`config.mk`:
```
export PLATFORM = sky130hd
export DESIGN_NAME = udma_hyper_reg_if_multich
export DESIGN_NICKNAME = d
export VERILOG_FILES = /design/src/rtl/udma_hyper_reg_if_multich.sv
export SDC_FILE = /design/constraint.sdc
export NUM_CORES = 2
export LEC_CHECK = 0
export BUFFER_PORTS_ARGS = -buffer_cell sky130_fd_sc_hd__buf_2
export CAP_MARGIN = 20
export CORE_UTILIZATION = 45
export DETAILED_ROUTE_END_ITERATION = 8
export SYNTH_ARGS = -nofsm -noshare
export SYNTH_HDL_FRONTEND = slang
export SYNTH_SLANG_ARGS = --single-unit
```
`constraint.sdc`:
```
create_clock -name clk_i -period 6.2 [get_ports clk_i]
set_input_delay 0.31 -clock clk_i [delete_from_list [all_inputs] [get_ports clk_i]]
set_output_delay 0.31 -clock clk_i [all_outputs]
set_load 0.005 [all_outputs]
```
`src/rtl/udma_hyper_reg_if_multich.sv`:
```
// Multi-channel uDMA HyperBus register file: N_CH register banks, a shared
// kick FIFO of {channel, direction} descriptors, and head-of-queue config mux.
module udma_hyper_reg_if_multich #(
  parameter int L2_AWIDTH_NOAL = 12,
  parameter int TRANS_SIZE     = 16,
  parameter int N_CH           = 4,
  parameter int QUEUE_DEPTH    = 4,
  localparam int CH_W          = $clog2(N_CH),
  localparam int CNT_W         = $clog2(QUEUE_DEPTH) + 1
) (
  input  logic                      clk_i,
  input  logic                      rst_i,
  input  logic [31:0]               cfg_data_i,
  input  logic [5+CH_W-1:0]         cfg_addr_i,
  input  logic                      cfg_valid_i,
  input  logic                      cfg_rwn_i,
  output logic [31:0]               cfg_data_o,
  output logic                      cfg_ready_o,
  output logic                      trans_valid_o,
  input  logic                      trans_ready_i,
  output logic [CH_W-1:0]           trans_id_o,
  output logic                      trans_rx_o,
  input  logic                      busy_i,
  output logic [L2_AWIDTH_NOAL-1:0] cfg_startaddr_o,
  output logic [TRANS_SIZE-1:0]     cfg_size_o,
  output logic                      cfg_continuous_o,
  output logic [31:0]               cfg_hyper_addr_o,
  output logic [15:0]               cfg_hyper_intreg_o,
  output logic                      cfg_rw_hyper_o,
  output logic                      cfg_addr_space_o,
  output logic                      cfg_burst_type_o,
  output logic                      cfg_twd_ext_act_o,
  output logic [TRANS_SIZE-1:0]     cfg_twd_ext_count_o,
  output logic [TRANS_SIZE-1:0]     cfg_twd_ext_stride_o,
  output logic                      cfg_twd_l2_act_o,
  output logic [TRANS_SIZE-1:0]     cfg_twd_l2_count_o,
  output logic [TRANS_SIZE-1:0]     cfg_twd_l2_stride_o,
  output logic [N_CH-1:0]           cfg_rx_clr_o,
  output logic [N_CH-1:0]           cfg_tx_clr_o
);

  localparam int PTR_W = $clog2(QUEUE_DEPTH);

  localparam logic [4:0] R_RX_SADDR   = 5'h00;
  localparam logic [4:0] R_RX_SIZE    = 5'h01;
  localparam logic [4:0] R_RXCFG      = 5'h02;
  localparam logic [4:0] R_TX_SADDR   = 5'h03;
  localparam logic [4:0] R_TX_SIZE    = 5'h04;
  localparam logic [4:0] R_TXCFG      = 5'h05;
  localparam logic [4:0] R_CA_SETUP   = 5'h06;
  localparam logic [4:0] R_HYPER_ADDR = 5'h07;
  localparam logic [4:0] R_HYPER_CFG  = 5'h08;
  localparam logic [4:0] R_STATUS     = 5'h09;
  localparam logic [4:0] R_EXT_ACT    = 5'h0A;
  localparam logic [4:0] R_EXT_COUNT  = 5'h0B;
  localparam logic [4:0] R_EXT_STRIDE = 5'h0C;
  localparam logic [4:0] R_L2_ACT     = 5'h0D;
  localparam logic [4:0] R_L2_COUNT   = 5'h0E;
  localparam logic [4:0] R_L2_STRIDE  = 5'h0F;

  typedef struct packed {
    logic [L2_AWIDTH_NOAL-1:0] rx_saddr;
    logic [TRANS_SIZE-1:0]     rx_size;
    logic                      rx_cont;
    logic [L2_AWIDTH_NOAL-1:0] tx_saddr;
    logic [TRANS_SIZE-1:0]     tx_size;
    logic                      tx_cont;
    logic                      rw;
    logic                      space;
    logic                      burst;
    logic [31:0]               hyper_addr;
    logic [15:0]               hyper_cfg;
    logic                      ext_act;
    logic [TRANS_SIZE-1:0]     ext_count;
    logic [TRANS_SIZE-1:0]     ext_stride;
    logic                      l2_act;
    logic [TRANS_SIZE-1:0]     l2_count;
    logic [TRANS_SIZE-1:0]     l2_stride;
  } bank_t;

  typedef struct packed {
    logic [CH_W-1:0] ch;
    logic            rx;
  } desc_t;

  localparam bank_t BANK_RST = '{rw: 1'b1, burst: 1'b1, default: '0};

  bank_t            bank_q [N_CH];
  bank_t            bank_d [N_CH];
  desc_t            fifo_q [QUEUE_DEPTH];
  logic [PTR_W-1:0] rd_ptr_q, rd_ptr_d, wr_ptr_q, wr_ptr_d;
  logic [CNT_W-1:0] count_q, count_d;
  logic [N_CH-1:0]  pending_q, pending_d;
  logic             err_q, err_d;
  logic [N_CH-1:0]  rx_clr_q, rx_clr_d, tx_clr_q, tx_clr_d;

  logic [CH_W-1:0]  acc_ch;
  logic [4:0]       reg_idx;
  logic             ch_ok, q_empty, q_full, pop, push;
  logic             is_cfg_reg, kick_req, kick_ok, wr_acc, lockable;
  desc_t            head;
  bank_t            hb, rd_bank;

  assign acc_ch  = cfg_addr_i[5+CH_W-1:5];
  assign reg_idx = cfg_addr_i[4:0];
  assign ch_ok   = (int'(acc_ch) < N_CH);

  assign q_empty       = (count_q == '0);
  assign q_full        = (count_q == CNT_W'(QUEUE_DEPTH));
  assign head          = q_empty ? '0 : fifo_q[rd_ptr_q];
  assign trans_valid_o = ~q_empty;
  assign pop           = trans_valid_o & trans_ready_i;

  // Only a kick that cannot find room stalls the APB side; a same-cycle pop makes room.
  assign is_cfg_reg  = (reg_idx == R_RXCFG) | (reg_idx == R_TXCFG);
  assign kick_req    = cfg_valid_i & ~cfg_rwn_i & ch_ok & is_cfg_reg & cfg_data_i[4];
  assign cfg_ready_o = ~(kick_req & q_full & ~pop);
  assign wr_acc      = cfg_valid_i & cfg_ready_o & ~cfg_rwn_i & ch_ok;
  assign kick_ok     = ~pending_q[acc_ch] | (pop & (head.ch == acc_ch));
  assign push        = wr_acc & is_cfg_reg & cfg_data_i[4] & kick_ok;

  always_comb begin
    case (reg_idx)
      R_RX_SADDR, R_RX_SIZE, R_TX_SADDR, R_TX_SIZE, R_CA_SETUP, R_HYPER_ADDR,
      R_HYPER_CFG, R_EXT_ACT, R_EXT_COUNT, R_EXT_STRIDE, R_L2_ACT, R_L2_COUNT,
      R_L2_STRIDE: lockable = 1'b1;
      default:     lockable = 1'b0;
    endcase
  end

  // NOTE: every signal gets a default at the top of the block so no path can infer a latch.
  always_comb begin
    bank_d    = bank_q;
    pending_d = pending_q;
    err_d     = err_q;
    rx_clr_d  = '0;
    tx_clr_d  = '0;
    rd_ptr_d  = rd_ptr_q + PTR_W'(pop);
    wr_ptr_d  = wr_ptr_q + PTR_W'(push);
    count_d   = count_q + CNT_W'(push) - CNT_W'(pop);
    // Pop clears before push sets, so a re-kick of the popping channel stays pending.
    if (pop)  pending_d[head.ch] = 1'b0;
    if (push) pending_d[acc_ch]  = 1'b1;
    if (wr_acc) begin
      if (lockable && pending_q[acc_ch]) begin
        err_d = 1'b1;
      end else begin
        case (reg_idx)
          R_RX_SADDR:   bank_d[acc_ch].rx_saddr   = cfg_data_i[L2_AWIDTH_NOAL-1:0];
          R_RX_SIZE:    bank_d[acc_ch].rx_size    = cfg_data_i[TRANS_SIZE-1:0];
          R_TX_SADDR:   bank_d[acc_ch].tx_saddr   = cfg_data_i[L2_AWIDTH_NOAL-1:0];
          R_TX_SIZE:    bank_d[acc_ch].tx_size    = cfg_data_i[TRANS_SIZE-1:0];
          R_CA_SETUP: begin
            bank_d[acc_ch].rw    = cfg_data_i[2];
            bank_d[acc_ch].space = cfg_data_i[1];
            bank_d[acc_ch].burst = cfg_data_i[0];
          end
          R_HYPER_ADDR: bank_d[acc_ch].hyper_addr = cfg_data_i;
          R_HYPER_CFG:  bank_d[acc_ch].hyper_cfg  = cfg_data_i[15:0];
          R_EXT_ACT:    bank_d[acc_ch].ext_act    = cfg_data_i[0];
          R_EXT_COUNT:  bank_d[acc_ch].ext_count  = cfg_data_i[TRANS_SIZE-1:0];
          R_EXT_STRIDE: bank_d[acc_ch].ext_stride = cfg_data_i[TRANS_SIZE-1:0];
          R_L2_ACT:     bank_d[acc_ch].l2_act     = cfg_data_i[0];
          R_L2_COUNT:   bank_d[acc_ch].l2_count   = cfg_data_i[TRANS_SIZE-1:0];
          R_L2_STRIDE:  bank_d[acc_ch].l2_stride  = cfg_data_i[TRANS_SIZE-1:0];
          R_RXCFG: begin
            bank_d[acc_ch].rx_cont = cfg_data_i[0];
            rx_clr_d[acc_ch]       = cfg_data_i[5];
            if (cfg_data_i[4] && !kick_ok) err_d = 1'b1;
          end
          R_TXCFG: begin
            bank_d[acc_ch].tx_cont = cfg_data_i[0];
            tx_clr_d[acc_ch]       = cfg_data_i[5];
            if (cfg_data_i[4] && !kick_ok) err_d = 1'b1;
          end
          R_STATUS: if (cfg_data_i[15]) err_d = 1'b0;
          default: ;
        endcase
      end
    end
  end

  // NOTE: sequential state is assigned with <= only, so every flop samples pre-edge values.
  always_ff @(posedge clk_i) begin
    if (rst_i) begin
      for (int i = 0; i < N_CH; i++) bank_q[i] <= BANK_RST;
      rd_ptr_q  <= '0;
      wr_ptr_q  <= '0;
      count_q   <= '0;
      pending_q <= '0;
      err_q     <= 1'b0;
      rx_clr_q  <= '0;
      tx_clr_q  <= '0;
    end else begin
      bank_q    <= bank_d;
      rd_ptr_q  <= rd_ptr_d;
      wr_ptr_q  <= wr_ptr_d;
      count_q   <= count_d;
      pending_q <= pending_d;
      err_q     <= err_d;
      rx_clr_q  <= rx_clr_d;
      tx_clr_q  <= tx_clr_d;
    end
  end

  // NOTE: FIFO storage has no reset; entries are only observed when count_q says they are valid.
  always_ff @(posedge clk_i) begin
    if (push) fifo_q[wr_ptr_q] <= '{ch: acc_ch, rx: (reg_idx == R_RXCFG)};
  end

  assign rd_bank = bank_q[acc_ch];

  always_comb begin
    cfg_data_o = '0;
    if (ch_ok) begin
      case (reg_idx)
        R_RX_SADDR:   cfg_data_o[L2_AWIDTH_NOAL-1:0] = rd_bank.rx_saddr;
        R_RX_SIZE:    cfg_data_o[TRANS_SIZE-1:0]     = rd_bank.rx_size;
        R_RXCFG:      cfg_data_o[5:0] = {pending_q[acc_ch], 4'b0010, rd_bank.rx_cont};
        R_TX_SADDR:   cfg_data_o[L2_AWIDTH_NOAL-1:0] = rd_bank.tx_saddr;
        R_TX_SIZE:    cfg_data_o[TRANS_SIZE-1:0]     = rd_bank.tx_size;
        R_TXCFG:      cfg_data_o[5:0] = {pending_q[acc_ch], 4'b0010, rd_bank.tx_cont};
        R_CA_SETUP:   cfg_data_o[2:0] = {rd_bank.rw, rd_bank.space, rd_bank.burst};
        R_HYPER_ADDR: cfg_data_o      = rd_bank.hyper_addr;
        R_HYPER_CFG:  cfg_data_o[15:0] = rd_bank.hyper_cfg;
        R_STATUS: begin
          cfg_data_o[16 +: N_CH] = pending_q;
          cfg_data_o[15]         = err_q;
          cfg_data_o[8 +: CNT_W] = count_q;
          cfg_data_o[0]          = busy_i;
        end
        R_EXT_ACT:    cfg_data_o[0] = rd_bank.ext_act;
        R_EXT_COUNT:  cfg_data_o[TRANS_SIZE-1:0] = rd_bank.ext_count;
        R_EXT_STRIDE: cfg_data_o[TRANS_SIZE-1:0] = rd_bank.ext_stride;
        R_L2_ACT:     cfg_data_o[0] = rd_bank.l2_act;
        R_L2_COUNT:   cfg_data_o[TRANS_SIZE-1:0] = rd_bank.l2_count;
        R_L2_STRIDE:  cfg_data_o[TRANS_SIZE-1:0] = rd_bank.l2_stride;
        default: ;
      endcase
    end
  end

  // Head outputs: an empty queue reads as channel 0, TX direction.
  assign hb                   = bank_q[head.ch];
  assign trans_id_o           = head.ch;
  assign trans_rx_o           = head.rx;
  assign cfg_startaddr_o      = head.rx ? hb.rx_saddr : hb.tx_saddr;
  assign cfg_size_o           = head.rx ? hb.rx_size  : hb.tx_size;
  assign cfg_continuous_o     = head.rx ? hb.rx_cont  : hb.tx_cont;
  assign cfg_hyper_addr_o     = hb.hyper_addr;
  assign cfg_hyper_intreg_o   = hb.hyper_cfg;
  assign cfg_rw_hyper_o       = hb.rw;
  assign cfg_addr_space_o     = hb.space;
  assign cfg_burst_type_o     = hb.burst;
  assign cfg_twd_ext_act_o    = hb.ext_act;
  assign cfg_twd_ext_count_o  = hb.ext_count;
  assign cfg_twd_ext_stride_o = hb.ext_stride;
  assign cfg_twd_l2_act_o     = hb.l2_act;
  assign cfg_twd_l2_count_o   = hb.l2_count;
  assign cfg_twd_l2_stride_o  = hb.l2_stride;
  assign cfg_rx_clr_o         = rx_clr_q;
  assign cfg_tx_clr_o         = tx_clr_q;

endmodule

```
* Yosys cells after proc, flatten, opt, wreduce, memory -nomap -nowiden
Memories as Yosys holds them, arrays and structs flattened. A register that Yosys moved wholly into a read port is not among the register bits.
Index checks and enable logic that the tools add are counted.
** Word-level totals
- Bits in writable memories :: 12
- Register bits :: 720
- ROM bits :: 16
- Memories :: 2
** Memory list
- (name not given) :: words 16, width 1, read ports 1, clocked after memory_dff 0, wr ports 0, line 123 : case (reg_idx)
- fifo_q :: words 4, width 3, read ports 1, clocked after memory_dff 1, wr ports 1, line 90 : desc_t fifo_q [QUEUE_DEPTH];
** Cells by class
- Bitwise gates (word level) :: 29
- Multiplexer cells :: 88
- Add/subtract/negate cells :: 4
- Reductions and logical operators :: 15
- Eq/ne operators :: 19
- Magnitude comparators :: 7
** Operators by type and width (number)
- bitwise mux 700 bit :: 17
- one-hot mux 700 bit (15 select lines) :: 1
- demux 175 bit (select 2 bit) :: 17
- 2-to-1 mux 175 bit :: 5
- binary-select mux 175 bit (select 2 bit) :: 2
- 2-to-1 mux 163 bit :: 1
- 2-to-1 mux 147 bit :: 1
- 2-to-1 mux 146 bit :: 1
- 2-to-1 mux 134 bit :: 1
- 2-to-1 mux 118 bit :: 1
- 2-to-1 mux 117 bit :: 1
- 2-to-1 mux 116 bit :: 1
- 2-to-1 mux 115 bit :: 1
- 2-to-1 mux 114 bit :: 1
- 2-to-1 mux 82 bit :: 1
- 2-to-1 mux 66 bit :: 1
- one-hot mux 3 bit (11 select lines) :: 2
- 2-to-1 mux 65 bit :: 1
- 2-to-1 mux 49 bit :: 1
- == test 5 x 4 -> 1 bit, second input constant :: 8
- 2-to-1 mux 33 bit :: 1
- 2-to-1 mux 16 bit :: 2
- 2-to-1 mux 32 bit :: 1
- 2-to-1 mux 12 bit :: 2
- other kinds (45) :: 91

* Logic depth before layout (Yosys ltp)
- Word-level depth :: 14
- Mapped depth :: 15
- Mapped depth without buffers :: 13

* Worst setup path after synthesis
OpenSTA, ideal clock, no wires.
- Path kind :: flip-flop to flip-flop
- Start :: register, netlist name rd_ptr_q[0]
- End :: register count_q[2]
- Required time :: 6072 ps
- Arrival time :: 2832 ps
- Setup slack :: 3241 ps
- Period minus slack after synthesis :: 2959 ps
- Path buffers :: 2
- Stages on the path, launching flop included :: 15
- Cell sequence :: dfxtp_1 mux4_2 buf_2 xnor2_1 nand3_1 a21o_1 clkbuf_1 ha_1 inv_1 ha_1 inv_1 fa_1 xor2_1 xnor2_1 nor2_1
** RTL lines
- to (signal assigned) :: line 198 : count_q <= count_d;
- to (decl) :: line 92 : logic [CNT_W-1:0] count_q, count_d;

* Final worst setup path
- Start :: register count_q[2]
- End :: output cfg_startaddr_o[11]
** Between the ends
- Word-level cells in the longest chain between the ends :: 7
** Ends and longest elaborated chain
- logical NOT 3 bit (*) :: line 108 : assign q_empty = (count_q == '0);
- 2-to-1 mux 3 bit (*) :: line 110 : assign head = q_empty ? '0 : fifo_q[rd_ptr_q];
- NOT 2 -> 3 bit (implied by the code) :: line 244 : assign hb = bank_q[head.ch];
- binary-select mux 175 bit (select 2 bit) :: line 244
- 2-to-1 mux 175 bit (implied by the code) (2 in series) :: line 244
- 2-to-1 mux 12 bit (*) :: line 247 : assign cfg_startaddr_o = head.rx ? hb.rx_saddr : hb.tx_saddr;
- to (decl) :: line 24 : output logic [L2_AWIDTH_NOAL-1:0] cfg_startaddr_o,
Every way passes the cells marked *; elsewhere a longest branch is shown, timed or not. The select of a mux whose other input is x is not followed.

==> results.sh <==
export IMPL_crit_slowest_cell="nor3_2"
export IMPL_gp_congestion=0.935
export IMPL_overflow=0
export IMPL_grtUsageTotal_pct=35.7
export IMPL_combPwrFrac_pct=21.2
export IMPL_yosys_area_top_type_share_pct=42.0
export IMPL_post_cts_buffers=0
export IMPL_async_flop_share_pct=0
export IMPL_drt_iter0_markers=4459
export IMPL_cts_tree="done"
export IMPL_p_int_uw=8120
export IMPL_path_cells="nor3_2, clkinv_1, nand2_1, buf_4, clkinv_1, a221o_1, o22ai_1, nor2_1, buf_2"
export IMPL_cts_path_max_buffers=3
export IMPL_period_needed_ps=4720
export IMPL_fmax_mhz=212
export IMPL_cp_arrival_ps=4410
export IMPL_grt_pass1_vias=29100
export IMPL_clkSinkCount=732
export IMPL_synth_cell_types=78
export IMPL_cp_data_required_time_ps=5890
export IMPL_p_per_area_mw_per_mm2=315
export IMPL_max_cap_violations=0
export IMPL_rsz0062_at_grt="no"
export IMPL_nNetsFinal=3728
export IMPL_grt_pass1_wl_um=205000
export IMPL_dr_pass1_iters=6
export IMPL_yosys_warnings=0
export IMPL_antenna_left=0
export IMPL_ys_seq_area_share_pct=43.0
export IMPL_synthTopCellsByArea="dfxtp_1 (42%), mux4_2 (12%), nand2_1 (9.1%)"
export IMPL_synth_commonest_cells="nand2_1 (829), dfxtp_1 (720), o21ai_0 (307), a21oi_1 (213), mux4_2 (181)"
export IMPL_power_switching_uw=4050
export IMPL_syn_nets=3670
export IMPL_vias=31400
export IMPL_outcome="finished, final reports clean"
export IMPL_clk_latency_ps=660
export IMPL_cp_max_fo=9
export IMPL_cp_slowest_stage_delay_ps=570
export IMPL_clkPwrFrac_pct=39.6
export IMPL_p_seq_share_pct=39.2
export IMPL_end_kind="primary output"
export IMPL_drive_gt1_share_pct=19.1
export IMPL_detailed_place_area_mm2=0.0359
export IMPL_netlist_area_mm2=0.0344
export IMPL_fin_tns_setup_ps=0
export IMPL_clkTransAtPathRegs_ps=60
export IMPL_finalHoldViolCount=0
export IMPL_postSynthAreaPerCell_um2=9.49
export IMPL_clock_skew_ps=32.0
export IMPL_die_y_um=278
export IMPL_hp_class="input port to register"
export IMPL_synth_ff_type="dfxtp_1"
export IMPL_dp_hpwl_um=91100
export IMPL_antenna_found_initial=6
export IMPL_syn2layout_area_growth_pct=12.5
export IMPL_vias_per_cell=6.67
export IMPL_port_buffers=235
export IMPL_wl_met3_um=15700
export IMPL_worstMarginPinSlew_ps=1210
export IMPL_final_area_mm2=0.0387
export IMPL_start_util_pct=45.8
export IMPL_ios=236
export IMPL_wl_met1_um=55100
export IMPL_finalCritPeriodShare_pct=76.1
export IMPL_synth_seq_cells=732
export IMPL_critPathKind="register to primary output"
export IMPL_relSlewSlack_pct=19.1
export IMPL_start_kind="register"
export IMPL_synth_edf_count=12
export IMPL_switching_share_pct=33.3
export IMPL_diodes=0
export IMPL_grt_start_max_net_pins=159
export IMPL_root_buffer="clkbuf_16"
export IMPL_avgRoutedWirePerCell_um=30.2
export IMPL_crit_family="buffers and inverters"
export IMPL_highest_layer="met5"
export IMPL_wl_met2_um=63100
export IMPL_ir_drop_uv=379
export IMPL_yosys_area_top_type="dfxtp_1"
export IMPL_syn_inst=3620
export IMPL_p_leak_uw=0.0140
export IMPL_drc=0
export IMPL_finalHoldWorstSlack_ps=35.6
export IMPL_setup_violations=0
export IMPL_crit_top_cell="clkinv_1"
export IMPL_numCtsBuffers=81
export IMPL_core_area_mm2=0.0749
export IMPL_die_x_um=278
export IMPL_synth_most_common_cell="nand2_1"
export IMPL_routed_wl_um=142000
export IMPL_drv_slew=0
export IMPL_cp_num_buf_inv=4
export IMPL_h_tree_depth=3
export IMPL_die_area_mm2=0.0774
export IMPL_row_count=100
-- power by group through the flow --
| stage | logic, uW | clock network (uW) | registers, uW |
|---|---|---|---|
| after floorplan | 1390 | 0 | 4850 |
| after global placement | 2460 | 0 | 4870 |
| after detailed placement | 2460 | 0 | 4870 |
| after CTS | 2480 | 4840 | 4770 |
| after global routing | 2610 | 5020 | 4770 |
| final | 2580 | 4820 | 4770 |
-- through the flow --
| stage | instances | total power [uW] | worst slack [ps] | util, % |
|---|---|---|---|---|
| after detailed placement | 4547 | 7330 | 2330 | 47.8 |
| after global routing | 4707 | 12400 | 1450 | 51.6 |
| final | 4707 | 12200 | 1480 | 51.6 |
| after global placement | 4543 | 7330 | 2370 | 47.8 |
| after CTS | 4706 | 12100 | 1650 | 51.5 |
| after floorplan | 3620 | 6240 | 3240 | - |
-- timing repair --
action                                 CTS  global route
hold buffers                            16             0
endpoints found under the hold margin   64             0
gates resized for setup                  0             0
setup endpoints to repair                0             0
-- cells by family after synthesis --
kind of cell	count (synthesis)	synth area share [%]
DFF	732	43.0
buffers and inverters	361	4.91
xor gates and xnor gates	6	0.153
AOI/OAI and AO/OA	1139	23.5
muxes	270	14.5
and+or+nand+nor	1107	13.7
adders and majority gates	5	0.204
-- final cells by class --
| cell class | instances | area, um2 |
|---|---|---|
| clock buffers | 125 | 2420 |
| clock inverters | 18 | 194 |
| fillers | 6902 | 36300 |
| inverters | 16 | 60.1 |
| multi-input cells | 2527 | 18000 |
| flip-flops and latches | 732 | 14800 |
| well taps | 969 | 1210 |
| repair buffers | 320 | 1990 |
-- layout by cell type, fill, tap and decap left out, types with 61 or more instances in the layout --
| cell type | synthesis | layout |
|---|---|---|
| a222oi_1 | 62 | 62 |
| o21ai_0 | 307 | 307 |
| dfxtp_1 | 720 | 720 |
| nor2_1 | 101 | 97 |
| buf_4 | 16 | 61 |
| nand2_1 | 829 | 825 |
| clkbuf_16 | 0 | 85 |
| a22o_1 | 147 | 147 |
| a22oi_1 | 177 | 177 |
| a21oi_1 | 213 | 212 |
| buf_2 | 140 | 232 |
| mux4_2 | 181 | 181 |
| mux2i_1 | 67 | 67 |
-- worst paths after layout --
check             slack [ps]           from                   to  depth (start not counted)
setup / recovery        1480     count_q[2]  cfg_startaddr_o[11]                          9
hold / removal            40  trans_ready_i         pending_q[3]                          4
setup reg to reg        2470     count_q[2]           count_q[2]                         13
hold reg to reg          470       register             register                          2
-- tightest hold or removal path, delay by kind of cell --
family	cells	cell delay, ps
and+or+nand+nor	2	140
AOI/OAI and AO/OA	1	60
buffers and inverters	1	150
-- layer usage --
| metal | vias up | GRT usage (%) |
|---|---|---|
| met1 | 15400 | 47.4 |
| met2 | 2041 | 54.6 |
| met5 | - | 0 |
| met4 | 6 | 19.0 |
| li1 | 13500 | - |
| met3 | 385 | 7.47 |
No activity file was read; power rests on OpenSTA's default activity.
